### src/rtl/func2_pkg.sv
// Shared types and constants for the functionality-2 execution controller:
// FSM state enum, request codes from the upstream verifier, and the width
// of the remaining-cycles counter.
package func2_pkg;

    typedef enum logic [2:0] {
        ST_IDLE = 3'd0,
        ST_ARM  = 3'd1,
        ST_RUN  = 3'd2,
        ST_DONE = 3'd3,
        ST_HOLD = 3'd4
    } state_e;

    localparam logic [1:0] REQ_NONE    = 2'b00;
    localparam logic [1:0] REQ_A       = 2'b01;
    localparam logic [1:0] REQ_B       = 2'b10;
    localparam logic [1:0] REQ_ILLEGAL = 2'b11;

    localparam int REM_W = 8;

endpackage

### src/rtl/func2_timer.sv
// Loadable down-counter used as the RUN-length timer.
// Priority: clear over load over enable; the count saturates at zero.
module func2_timer
    import func2_pkg::*;
(
    input  logic             clk,
    input  logic             rst_n,
    input  logic             load,
    input  logic [REM_W-1:0] load_val,
    input  logic             en,
    input  logic             clr,
    output logic [REM_W-1:0] count,
    output logic             zero
);

    logic [REM_W-1:0] count_q;
    logic [REM_W-1:0] count_d;

    // next count: clear, load, or decrement without wrapping
    always_comb begin
        count_d = count_q;
        if (clr) begin
            count_d = '0;
        end else if (load) begin
            count_d = load_val;
        end else if (en && (count_q != '0)) begin
            count_d = count_q - 1'b1;
        end
    end

    // counter register
    always_ff @(posedge clk or negedge rst_n) begin
        if (!rst_n) begin
            count_q <= '0;
        end else begin
            count_q <= count_d;
        end
    end

    assign count = count_q;
    assign zero  = (count_q == '0);

endmodule

### src/rtl/exec_funcionality2.sv
// Execution controller for functionality-2 requests.
// A request must be stable for STABLE_CYCLES samples before a RUN of
// DURATION cycles is granted to its owner; HOLD waits for the request to
// clear so one press yields one operation.
// Optional macro FUNC2_ABORT_EN: a request change during RUN aborts it
// straight to HOLD without a done pulse.
//
// state | meaning
// IDLE  | waiting for a request code
// ARM   | request seen, counting stable samples
// RUN   | operation granted, timer counting down
// DONE  | one-cycle completion pulse
// HOLD  | waiting for the request to return to none
module exec_funcionality2
    import func2_pkg::*;
#(
    parameter int DURATION      = 10,
    parameter int STABLE_CYCLES = 2
) (
    input  logic       clk,
    input  logic       rst_n,
    input  logic [1:0] S,
    output logic [1:0] grant,
    output logic       busy,
    output logic       done,
    output logic       err,
    output logic [7:0] remaining
);

    localparam logic [REM_W-1:0] DUR_V    = REM_W'(DURATION);
    localparam logic [3:0]       STAB_LIM = 4'(STABLE_CYCLES - 1);

    state_e           state_q, state_d;
    logic [1:0]       owner_q, owner_d;
    logic [3:0]       stable_q, stable_d;
    logic [1:0]       grant_q, grant_d;
    logic             busy_q, busy_d;
    logic             done_q, done_d;
    logic             err_q, err_d;

    logic             tmr_load, tmr_en, tmr_clr, tmr_zero;
    logic [REM_W-1:0] tmr_count;

    func2_timer u_timer (
        .clk      (clk),
        .rst_n    (rst_n),
        .load     (tmr_load),
        .load_val (DUR_V),
        .en       (tmr_en),
        .clr      (tmr_clr),
        .count    (tmr_count),
        .zero     (tmr_zero)
    );

    // state, request bookkeeping and registered outputs
    always_ff @(posedge clk or negedge rst_n) begin
        if (!rst_n) begin
            state_q  <= ST_IDLE;
            owner_q  <= REQ_NONE;
            stable_q <= '0;
            grant_q  <= 2'b00;
            busy_q   <= 1'b0;
            done_q   <= 1'b0;
            err_q    <= 1'b0;
        end else begin
            state_q  <= state_d;
            owner_q  <= owner_d;
            stable_q <= stable_d;
            grant_q  <= grant_d;
            busy_q   <= busy_d;
            done_q   <= done_d;
            err_q    <= err_d;
        end
    end

    // next-state, owner capture and timer control
    always_comb begin
        state_d  = state_q;
        owner_d  = owner_q;
        stable_d = stable_q;
        tmr_load = 1'b0;
        tmr_en   = 1'b0;
        tmr_clr  = 1'b0;
        unique case (state_q)
            ST_IDLE: begin
                if ((S == REQ_A) || (S == REQ_B)) begin
                    owner_d  = S;
                    stable_d = 4'd1;
                    state_d  = ST_ARM;
                end
            end
            ST_ARM: begin
                if (S == owner_q) begin
                    if (stable_q >= STAB_LIM) begin
                        stable_d = '0;
                        tmr_load = 1'b1;
                        state_d  = ST_RUN;
                    end else begin
                        stable_d = stable_q + 4'd1;
                    end
                end else begin
                    owner_d  = REQ_NONE;
                    stable_d = '0;
                    state_d  = ST_IDLE;
                end
            end
            ST_RUN: begin
`ifdef FUNC2_ABORT_EN
                if (S != owner_q) begin
                    tmr_clr = 1'b1;
                    state_d = ST_HOLD;
                end else
`endif
                // zero only reachable if DURATION were 0; finish rather than stall
                if (tmr_zero || (tmr_count == REM_W'(1))) begin
                    tmr_clr = 1'b1;
                    state_d = ST_DONE;
                end else begin
                    tmr_en = 1'b1;
                end
            end
            ST_DONE: begin
                state_d = ST_HOLD;
            end
            ST_HOLD: begin
                if (S == REQ_NONE) begin
                    owner_d = REQ_NONE;
                    state_d = ST_IDLE;
                end
            end
            default: begin
                owner_d  = REQ_NONE;
                stable_d = '0;
                tmr_clr  = 1'b1;
                state_d  = ST_IDLE;
            end
        endcase
    end

    // output values registered alongside the state they describe
    always_comb begin
        grant_d = (state_d == ST_RUN) ? owner_d : 2'b00;
        busy_d  = (state_d == ST_ARM) || (state_d == ST_RUN) || (state_d == ST_DONE);
        done_d  = (state_d == ST_DONE);
        err_d   = (state_q == ST_IDLE) && (S == REQ_ILLEGAL);
    end

    assign grant     = grant_q;
    assign busy      = busy_q;
    assign done      = done_q;
    assign err       = err_q;
    assign remaining = tmr_count;

endmodule

### config.mk
export PLATFORM = sky130hd
export DESIGN_NAME = exec_funcionality2
export DESIGN_NICKNAME = d
export VERILOG_FILES = /design/src/rtl/func2_pkg.sv /design/src/rtl/func2_timer.sv /design/src/rtl/exec_funcionality2.sv
export SDC_FILE = /design/constraint.sdc
export NUM_CORES = 1
export LEC_CHECK = 0
export BUFFER_PORTS_ARGS = -buffer_cell sky130_fd_sc_hd__clkbuf_2
export CAP_MARGIN = 5
export CORE_ASPECT_RATIO = 1.4
export CORE_MARGIN = 4
export CORE_UTILIZATION = 50
export CTS_BUF_LIST = sky130_fd_sc_hd__clkbuf_8
export CTS_CLUSTER_SIZE = 25
export DETAILED_ROUTE_END_ITERATION = 12
export GPL_TIMING_DRIVEN = 0
export PLACE_DENSITY = 0.79
export SLEW_MARGIN = 20
export SYNTH_ARGS = -nofsm -noshare
export SYNTH_HDL_FRONTEND = slang
export SYNTH_SLANG_ARGS = --single-unit
### constraint.sdc
create_clock -name clk -period 2.5 [get_ports clk]
set_input_delay 0.5 -clock clk [delete_from_list [all_inputs] [get_ports clk]]
set_output_delay 0.5 -clock clk [all_outputs]
set_load 0.1 [all_outputs]
==> results of run 1 <==
[metal layers]
layer,up-vias,part of all wire,wire length [microns]
met4,0,0.038,102
met5,-,0,0
met1,488,0.42,1120
met3,10,0.028,75
met2,25,0.52,1390
li1,489,-,-
[logic make-up after synthesis]
kind of cell	Yosys count
adders and majority gates	8
muxes	5
AOI/OAI and AO/OA	24
buffers and inverters	14
DFF	22
and+or+nand+nor	46
xor gates and xnor gates	3
[metrics by stage]
step	hold WS, ns	instances
final	0.199	175
after detailed placement	0.488	172
after CTS	0.226	175
after floorplan	0.204	122
after global routing	0.243	175
after global placement	0.468	172
[worst paths after layout]
path / cells after the start / start / slack [ns] / end
max reg2reg: 7 / stable_q[1] / 0.56 / u_timer.count[5]
max: 7 / stable_q[1] / 0.56 / u_timer.count[5]
max in group asynchronous: 1 / rst_n / 1.94 / stable_q[1]
min: 1 / rst_n / 0.20 / err
min in group clk: 1 / stable_q[2] / 0.51 / stable_q[2]
min reg2reg: 1 / stable_q[2] / 0.51 / stable_q[2]
[critical path: stages, from the launching register on]
cell,delay (ns)
dfrtp_1,0.38
inv_1,0.07
ha_1,0.17
or4b_1,0.65
nand4_4,0.18
buf_4,0.19
nand3_1,0.08
mux2i_1,0.14
[placed cells by master, fill, tap and decap left out, types with 2 or more instances in the layout]
cell,Yosys,final
nand2b_1,2,2
xnor2_1,3,3
nand3b_1,3,3
o21ai_0,2,2
a21o_1,2,2
a22o_1,2,2
clkbuf_8,0,3
and3_1,2,2
nand2_1,5,5
inv_1,9,9
nand3_1,5,5
nor4_1,3,3
mux2i_1,4,4
nor2b_1,3,3
a21oi_1,3,3
or3_1,3,3
nor2_1,3,3
nor3_1,2,2
dfrtp_1,22,22
ha_1,8,8
clkbuf_2,0,16
buf_2,2,2
and2_1,4,4
buf_4,2,2
a211o_1,2,2
o2111ai_1,3,3
[flip-flops by register name, summed over array words and instances, names as in the netlist]
signal         cells
err                1
done               1
u_timer.count      8
stable_q           4
owner_q            2
busy               1
state_q            3
grant              2
[area by class of cell]
type | instances | share of cell area
plain buffers | 5 | 0.0244
clock buffers | 3 | 0.0278
inverters | 9 | 0.0227
multi-input cells | 86 | 0.473
flip-flops and latches | 22 | 0.370
well taps | 34 | 0.0286
repair buffers | 16 | 0.0538
==> run metrics, run 1 <==
Post-Synth Simple-Gate Area 0.247; pre-CTS setup slack 0.524 ns; CTS Buf Count 3; synthesis warning total 0; Synth area leader dfrtp_1; multi-input logic area roughly 700 sq um; routed len/inst about 15 microns; Arr. time, crit path around 2.1 ns; Synth Register Bits 22; DRC Markers 0; setup bufs post-CTS 0; Max clock buf depth 2; post-route setup slack approximately 0.56 ns; H-tree levels 1; post-cts resize count 0; maxcap violations 0; Chip Width about 51 microns; Layout Nets 155; vias in the first global route 1030; Synth Area per Inst 10.9 sq um; setup total negative slack 0 ns; starting density of the core 0.536; run status completed; Die Y just under 70 microns; Final ANT Viol Nets 0; layout cells sized above 1 0.227; top cells by count, synth 22 x dfrtp_1, 9 x inv_1, 8 x ha_1, 5 x nand2_1, 5 x nand3_1; clock root cell clkbuf_8; Async S/R FF share, synth 1.00; Compound-Gate Fraction of Synth Area 0.150; Worst Clk Skew 0.00760 ns; Core Box Area roughly 2500 sq um; fin crit period 1.94 ns; Yosys top cell area share 0.416; Main synth FF type dfrtp_1; vias per cell 5.78; first-pass GRT wire length 4620 microns; fin util 0.602; Fill cells around 230; die area 3550 sq um; top post-synthesis cells by area dfrtp_1 42%, ha_1 7.6%, mux2i_1 3.0%; placed cell areas ~1400 sq um; multiplexer share of the synthesized area 0.0388; diode count 0; sequential share of the synthesized area 0.416; fin area 1490 sq um; Yosys cell types 47; RSZ-0062 raised after global routing no; Worst Path Class, Setup flop to flop; GR Util met3 0.0194; min-delay worst type input port to asynchronous set/reset pin; Post-Syn Nets between 100 and 150; Crit. End Element flop; Final Wtd Congestion 0.854; main combinational cell family by area after synthesis simple AND/OR/NAND/NOR gates; Slew @ Worst Pin 0.673 ns; Clock Latency Late Sink 0.26 ns; router iterations before antenna repair 4; EDFF count, synth 0; XOR/XNOR share of the synthesized area 0.0198; TritonCTS clock tree done; initial drt markers 15; row cnt 21; clk slew on worst S/H paths 0.08 ns; Clock Sinks 22; largest net degree at the start of global routing 23; Total Routing Usage GR 0.175; routed vias 1012; residual overflow from global routing 0; Final period util 0.777; register area 551 sq um; Adder-Cell Fraction of Synth Area 0.0756; Worst setup SP type flop; Max-slew headroom 0.539; initial antenna violation count 0; met1 Use GR 0.200; Slew Viols, Final 0; port bufs 16; CTS Hold Bufs 0; Gate Count Post-Synth 122; I/O pins 17; busiest grt layer met2; routed wire length 2690 microns; final-report setup violation count 0; final hold viol count 0; DP Wirelength 2020 microns; Req. time, crit path ~2.7 ns; most common cell in the synthesized netlist dfrtp_1; M2 GR Usage 0.311; Peak Freq 0.515 GHz; Syn-to-layout area delta 12.4%; synthesized area 1320 sq um; crit-path max FO 10
Power of run 1 is left out: the tool's default activity adds up to more than one toggle a clock period on the data nets, which glitch-free logic cannot reach.
==> run 2, diff against run 1 <==
==> constraint.sdc (replaced) <==
create_clock -name clk -period 2 [get_ports clk]
set_input_delay 0.4 -clock clk [delete_from_list [all_inputs] [get_ports clk]]
set_output_delay 0.4 -clock clk [all_outputs]
set_load 0.1 [all_outputs]
==> run metrics, run 2 (synthesis results as in run 1) <==
run status completed; RSZ-0062 raised after global routing no; max reg flops 8; H-tree levels 1; DP Wirelength 1970 microns; Layout Nets 155; Die Y roughly 70 microns; row cnt 21; leading cell type in the layout, fill and taps excluded clkbuf_2; Final ANT Viol Nets 0; diode count 0; Slew @ Worst Pin approximately 0.65 ns; DRC Markers 0; Chip Width around 50 microns; routed wire length 2580 microns; Fill cells 231; clock root cell clkbuf_8; R2R Setup Slk 0.16 ns; setup bufs post-CTS 0; Worst setup SP type flop; routed vias a little over 1000; I/O pins 17; residual overflow from global routing 0; Syn-to-layout area delta 14.4%; Final Wtd Congestion slightly above 0.8; Clock Latency Late Sink 0.27 ns; R2R Path End u_timer.count[6]; CTS Buf Count 3; Final Non-Filler Cells about 180; Reg2Reg Launch Point stable_q[1]; Crit. End Element flop; initial drt markers 19; Total Routing Usage GR 0.168; Max-slew headroom 0.556; fin crit period 1.84 ns; commonest non-fill, non-tap cells in the layout 16 x clkbuf_2, 15 x dfrtp_1, 9 x inv_1; layout cells sized above 1 0.289; Slew Viols, Final 0; TritonCTS clock tree done; crit-path max FO 10; min-delay worst type input port to asynchronous set/reset pin; Core Box Area 2470 sq um; first-pass GRT wire length between 4000 and 5000 microns; Arr. time, crit path 2.02 ns; Worst Clk Skew 0.00368 ns; pre-CTS setup slack approximately 0.072 ns; maxcap violations 0; die area 3550 sq um; port bufs 16; Max clock buf depth 2; final hold viol count 0; setup total negative slack 0 ns; clk slew on worst S/H paths around 0.08 ns; register area around 560 sq um; R2R depth 7; initial antenna violation count 0; multi-input logic area slightly above 700 sq um; Worst Path Class, Setup flop to flop; WHS between 0.09 and 0.1 ns; starting density of the core 0.536; routed len/inst 14.7 microns; Peak Freq between 0.5 and 0.6 GHz; vias in the first global route 1010; largest net degree at the start of global routing 23; DP Cell Count 172; Final period util 0.919; final-report setup violation count 0; post-route setup slack 0.162 ns; Req. time, crit path roughly 2.2 ns; Clock Sinks 22; vias per cell 5.77; router iterations before antenna repair 6
==> run 2: through the flow <==
stage,area (sq um),util
floorplan,1330,-
global placement,1460,0.589
detailed placement,1460,0.589
CTS,1510,0.611
global route,1510,0.613
finish,1510,0.613
==> run 2: area by class of cell <==
cell class              count  share of cell area
flip-flops and latches     22               0.369
plain buffers               5              0.0240
clock buffers               4              0.0364
repair buffers             16              0.0529
multi-input cells          86               0.467
inverters                   9              0.0223
well taps                  34              0.0281
==> run 2: critical path: stages, from the launching register on <==
cell	delay [ns]
dfrtp_1	0.37
inv_1	0.07
ha_1	0.18
or4b_4	0.58
nand4_4	0.15
buf_4	0.19
nand3b_1	0.08
mux2i_1	0.15
==> run 2: what timing repair did <==
item,4_1_cts,5_1_grt
resized for setup,0,1
endpoints found under the setup margin,0,6
hold buffers,0,0
==> run 2: per-layer routing <==
metal	share of wire	global-route usage	up-vias	wire length, microns
met3	0.044	0.0280	9	113
met4	0.031	0.118	0	80
met5	0	0	-	0
met1	0.42	0.197	487	1090
met2	0.50	0.277	28	1300
li1	-	-	492	-
==> run 2: worst max-delay path by stage <==
stage	startpoint	endpoint	slack [ns]	cells past startpoint
finish	stable_q[1]	u_timer.count[6]	0.16	7
global route	stable_q[1]	u_timer.count[6]	0.04	7
CTS	stable_q[1]	u_timer.count[6]	0.05	7
detailed placement	stable_q[1]	u_timer.count[6]	0.07	7
global placement	stable_q[0]	u_timer.count[5]	0.11	6
floorplan	u_timer.count[6]	u_timer.count[6]	0.02	5
Power of run 2 is left out for the same reason.
